[src/rtl/m72_pkg.sv]
// Shared M72/M84 constants: SDRAM region map and common types.
// Imported by the sound-side memory blocks.
package m72_pkg;

    localparam int SDRAM_AW = 25;

    // Sample ROM region inside SDRAM (byte addresses).
    localparam logic [SDRAM_AW-1:0] SAMPLE_ROM_BASE = 25'h0000000;
    localparam logic [SDRAM_AW-1:0] SAMPLE_ROM_SIZE = 25'h0010000;

    typedef enum logic {
        IDLE,
        WAIT
    } fetch_state_e;

endpackage

[src/rtl/m84_sample_fetch.sv]
// M84 sample port: address register, ROM prefetch, DAC byte to audio.
// One outstanding SDRAM request; stale results are dropped.
module m84_sample_fetch
    import m72_pkg::*;
#(
    parameter int                ROM_AW   = 25,
    parameter logic [ROM_AW-1:0] ROM_BASE = ROM_AW'(SAMPLE_ROM_BASE)
) (
    input  logic              CLK_32M,
    input  logic              reset,
    input  logic [15:0]       sample_addr,
    input  logic [1:0]        sample_addr_wr,
    input  logic              sample_inc,
    input  logic [7:0]        sample_out,
    output logic [7:0]        sample_in,
    output logic              sample_valid,
    output logic              rom_req,
    output logic [ROM_AW-1:0] rom_addr,
    input  logic [7:0]        rom_data,
    input  logic              rom_ack,
    output logic [15:0]       audio_out
);

    fetch_state_e      state_q, state_d;
    logic [15:0]       addr_q, addr_d;
    logic              pending_q, pending_d;
    logic              boot_q;
    logic              req_q, req_d;
    logic [ROM_AW-1:0] raddr_q, raddr_d;
    logic [7:0]        sin_q, sin_d;
    logic              valid_q, valid_d;
    logic [15:0]       audio_q, audio_d;
    logic              addr_chg;

    assign addr_chg = (|sample_addr_wr) | sample_inc;

    // Address register: writes take priority over the post-increment.
    always_comb begin
        addr_d  = addr_q;
        audio_d = audio_q;
        if (|sample_addr_wr) begin
            if (sample_addr_wr[0]) addr_d[7:0]  = sample_addr[7:0];
            if (sample_addr_wr[1]) addr_d[15:8] = sample_addr[15:8];
        end else if (sample_inc) begin
            addr_d = addr_q + 16'd1;
        end
        if (sample_inc) audio_d = {sample_out ^ 8'h80, 8'h00};
    end

    // Fetch FSM next state; an address move always invalidates and re-queues.
    always_comb begin
        state_d   = state_q;
        pending_d = pending_q | boot_q;
        req_d     = req_q;
        raddr_d   = raddr_q;
        sin_d     = sin_q;
        valid_d   = valid_q;
        unique case (state_q)
            IDLE: begin
                if (pending_q) begin
                    raddr_d   = ROM_BASE + ROM_AW'(addr_q);
                    req_d     = 1'b1;
                    pending_d = 1'b0;
                    state_d   = WAIT;
                end
            end
            WAIT: begin
                if (rom_ack) begin
                    req_d   = 1'b0;
                    state_d = IDLE;
                    if (!pending_q && !addr_chg) begin
                        sin_d   = rom_data;
                        valid_d = 1'b1;
                    end
                end
            end
            default: state_d = IDLE;
        endcase
        if (addr_chg) begin
            pending_d = 1'b1;
            valid_d   = 1'b0;
        end
    end

    // State registers; boot_q queues the fetch of address 0 after reset.
    always_ff @(posedge CLK_32M) begin
        if (reset) begin
            state_q   <= IDLE;
            addr_q    <= 16'h0000;
            pending_q <= 1'b0;
            boot_q    <= 1'b1;
            req_q     <= 1'b0;
            raddr_q   <= ROM_BASE;
            sin_q     <= 8'h00;
            valid_q   <= 1'b0;
            audio_q   <= 16'h0000;
        end else begin
            state_q   <= state_d;
            addr_q    <= addr_d;
            pending_q <= pending_d;
            boot_q    <= 1'b0;
            req_q     <= req_d;
            raddr_q   <= raddr_d;
            sin_q     <= sin_d;
            valid_q   <= valid_d;
            audio_q   <= audio_d;
        end
    end

    assign sample_in    = sin_q;
    assign sample_valid = valid_q;
    assign rom_req      = req_q;
    assign rom_addr     = raddr_q;
    assign audio_out    = audio_q;

endmodule

[config.mk]
export PLATFORM = sky130hd
export DESIGN_NAME = m84_sample_fetch
export DESIGN_NICKNAME = d
export VERILOG_FILES = /design/src/rtl/m72_pkg.sv /design/src/rtl/m84_sample_fetch.sv
export SDC_FILE = /design/constraint.sdc
export NUM_CORES = 1
export LEC_CHECK = 0
export CAP_MARGIN = 30
export CELL_PAD_IN_SITES_DETAIL_PLACEMENT = 2
export CELL_PAD_IN_SITES_GLOBAL_PLACEMENT = 2
export CORE_MARGIN = 5
export CORE_UTILIZATION = 22
export CTS_CLUSTER_SIZE = 25
export DETAILED_ROUTE_END_ITERATION = 16
export PLACE_DENSITY = 0.82
export SYNTH_ARGS = -nofsm -noshare
export SYNTH_HDL_FRONTEND = slang
export SYNTH_SLANG_ARGS = --single-unit
export TNS_END_PERCENT = 50
[constraint.sdc]
create_clock -name CLK_32M -period 1.51 [get_ports CLK_32M]
set_clock_uncertainty 0.1 [all_clocks]
set_input_delay 0.151 -clock CLK_32M [delete_from_list [all_inputs] [get_ports CLK_32M]]
set_output_delay 0.151 -clock CLK_32M [all_outputs]
set_load 0.02 [all_outputs]
==> impl_metrics.json <==
{
  "status": "finished with violations",
  "violations": "negative setup slack",
  "gp_congestion": 0.787,
  "antenna_found_initial": 0,
  "cts-root-buf": "clkbuf_8",
  "dieArea_sq_mm": 0.0130,
  "cap_violations": 0,
  "drtAntennaViolNets": 0,
  "cts_made_buffers": 5,
  "arrival_ns": 1.69,
  "fin_crit_sh": 1.06,
  "startpoint_type": "flip-flop",
  "max-clock-path-buffers": 2,
  "num_rows": 38,
  "vdd_drop_max_uv": 372,
  "first_global_vias": 2540,
  "drtPass1Iterations": 4,
  "dp_slack_ns": -0.574,
  "reg2reg_slack_ns": -0.09,
  "htreeDepth": 2,
  "ios": 89,
  "hpwl_microns": 6320,
  "critPathRequiredTime_ns": 1.60,
  "synth-seq-cells": 53,
  "synth-compound-area-share": 0.120,
  "yosys.area_share.xor_xnor": 0.0332,
  "drive_gt1_frac": 0.188,
  "cp-end-kind": "flip-flop",
  "worstSkewPairLatency_ns": 0.30,
  "period_minus_slack_ns": 1.60,
  "synthAdderAreaFrac": 0.00528,
  "critPathKind": "reg -> reg",
  "die_h_microns": 114,
  "worst_slack_ns": -0.0875,
  "io_buffers": 71,
  "drc": 0,
  "avgSynthCellArea_sq_um": 8.69,
  "r2r-start": "addr_q[0]",
  "placed_area_sq_mm": 0.00339,
  "regArea_sq_mm": 0.00107,
  "yosysWarnings": 0,
  "synthSimpleGateAreaFrac": 0.202,
  "initial_utilization": 0.222,
  "hp-class": "in -> reg",
  "synth_edf_count": 0,
  "viasPerCell": 4.30,
  "yosysSeqAreaShare": 0.447,
  "cts_tree": "built",
  "p_per_area_mw_per_mm2": 801,
  "stdcell_area_sq_mm": 0.00361,
  "drt-total-wl_microns": 8400,
  "clk_pin_slew_ns": 0.10,
  "setup_violations": 4,
  "crit_end": "addr_q[15]",
  "route.vias.total": 2200,
  "yosysUniqueCellTypes": 39,
  "areaGrowthSynthToFinish_pct": 52.2,
  "fmax_mhz": 626,
  "finalNetCount": 412,
  "coreArea_sq_mm": 0.0107,
  "reg2reg_depth": 6,
  "critPathLaunch": "addr_q[0]",
  "grt_start_max_net_pins": 39,
  "n_antenna_cell": 0,
  "synthArstFlopShare": 0,
  "fillers": 1220,
  "globalRouteOverflowTotal": 0,
  "drtIter0Drc": 38,
  "slew_violations": 0,
  "synthesis.instances": 273,
  "multiInputGateArea_sq_mm": 0.00124,
  "p_leak_nw": 1.63,
  "netlist_area_sq_mm": 0.00237,
  "die_x_microns": 114,
  "crit_fanout": 3,
  "wl_per_cell_microns": 16.4,
  "grt_pass1_wl_microns": 13200,
  "synth_top_family_by_area": "simple AND/OR/NAND/NOR gates",
  "rsz0062_at_grt": "yes",
  "grtUsageTotal": 0.127,
  "cts_sinks": 53,
  "regToRegEndpoint": "addr_q[15]",
  "synth_ff_type": "dfxtp_1",
  "finalHoldViolations": 0,
  "synth.mux.area_fraction": 0.0892
}
worst min-delay path by stage:
stage | startpoint | endpoint | slack [ns] | depth (start not counted)
5_1_grt | reset | rom_addr[13] | 0.01 | 2
2_1_floorplan | reset | boot_q | 0.08 | 0
4_1_cts | reset | rom_addr[11] | 0.008 | 2
3_5_place_dp | reset | rom_addr[11] | 0.33 | 2
3_3_place_gp | reset | rom_addr[11] | 0.34 | 2
6_report | reset | rom_addr[11] | 0.006 | 2
power by group:
part	total (W)	switching [W]	internal (W)
logic	0.000584	0.000310	0.000273
clock network	0.000781	0.000473	0.000308
registers	0.00153	0.0000577	0.00147
cell usage after synthesis, types with 4 or more instances:
cell / n / area, sq um
dfxtp_1: 53 / 1060
o21ai_0: 4 / 20.0
clkbuf_1: 9 / 33.8
xor2_1: 4 / 35.0
buf_2: 4 / 20.0
a21oi_1: 24 / 120
mux2i_1: 20 / 200
buf_4: 18 / 135
xnor2_1: 5 / 43.8
nand2_1: 38 / 143
nor3_1: 8 / 40.0
inv_1: 12 / 45.0
a311oi_1: 4 / 35.0
nor2_1: 28 / 105
o21a_1: 5 / 37.5
placed cells by master, fill, tap and decap left out, types with 4 or more instances in the layout:
cell / count
o21a_1: 5
nand2_1: 37
dfxtp_1: 49
a21oi_1: 24
clkdlybuf4s50_1: 33
clkbuf_8: 5
conb_1: 17
buf_4: 32
xnor2_1: 5
mux2i_1: 20
dlygate4sd2_1: 34
inv_1: 12
buf_6: 4
xor2_1: 4
a311oi_1: 4
o21ai_0: 4
nor2_1: 27
state kept, by name (all words and copies together) (netlist names):
register      flops
addr_q           16
audio_out         8
boot_q            1
pending_q         1
rom_addr         16
rom_req           1
sample_in         8
sample_valid      1
state_q           1
worst max-delay path: stages (launching register included):
cell,delay (ns)
dfxtp_4,0.38
buf_6,0.09
nand4b_1,0.13
buf_4,0.18
nor4_4,0.28
mux2i_1,0.26
nand2_1,0.07
cells by family after synthesis:
| kind of cell | Yosys count |
|---|---|
| adders and majority gates | 1 |
| other | 1 |
| buffers and inverters | 45 |
| muxes | 21 |
| xor gates and xnor gates | 9 |
| AOI/OAI and AO/OA | 45 |
| and+or+nand+nor | 98 |
| DFF | 53 |
final cells by class:
cell class | count | share of cell area
clock buffer | 5 | 0.0191
clock inverter | 1 | 0.00139
inverter | 12 | 0.0125
multi-input combinational | 191 | 0.344
sequential | 53 | 0.297
tap | 140 | 0.0485
timing repair buffer | 110 | 0.277
stage by stage:
stage	TNS [ns]	instances	hold slack, ns	util	total power [W]
floorplan	0	289	0.0787	-	0.00185
global placement	-6.23	500	0.337	0.317	0.00211
detailed placement	-8.84	500	0.330	0.317	0.00214
CTS	-0.0176	509	0.00771	0.328	0.00291
global route	-0.657	512	0.0112	0.337	0.00303
finish	-0.152	512	0.00637	0.337	0.00289
repair_timing:
item | CTS | global route
resized for setup | 50 | 20
gates cloned | 1 | 0
buffers inserted | 2 | 3
hold buffers | 0 | 0
pin swaps | 6 | 7
endpoints found under the setup margin | 48 | 14
routing by layer:
layer,global-route usage,part of all wire,vias up
li1,-,-,1085
met1,0.140,0.40,1060
met2,0.246,0.54,50
met3,0.0340,0.046,5
met4,0.0166,0.0058,0
met5,0,0,-
Note: power is estimated with default switching activity, not from simulation.
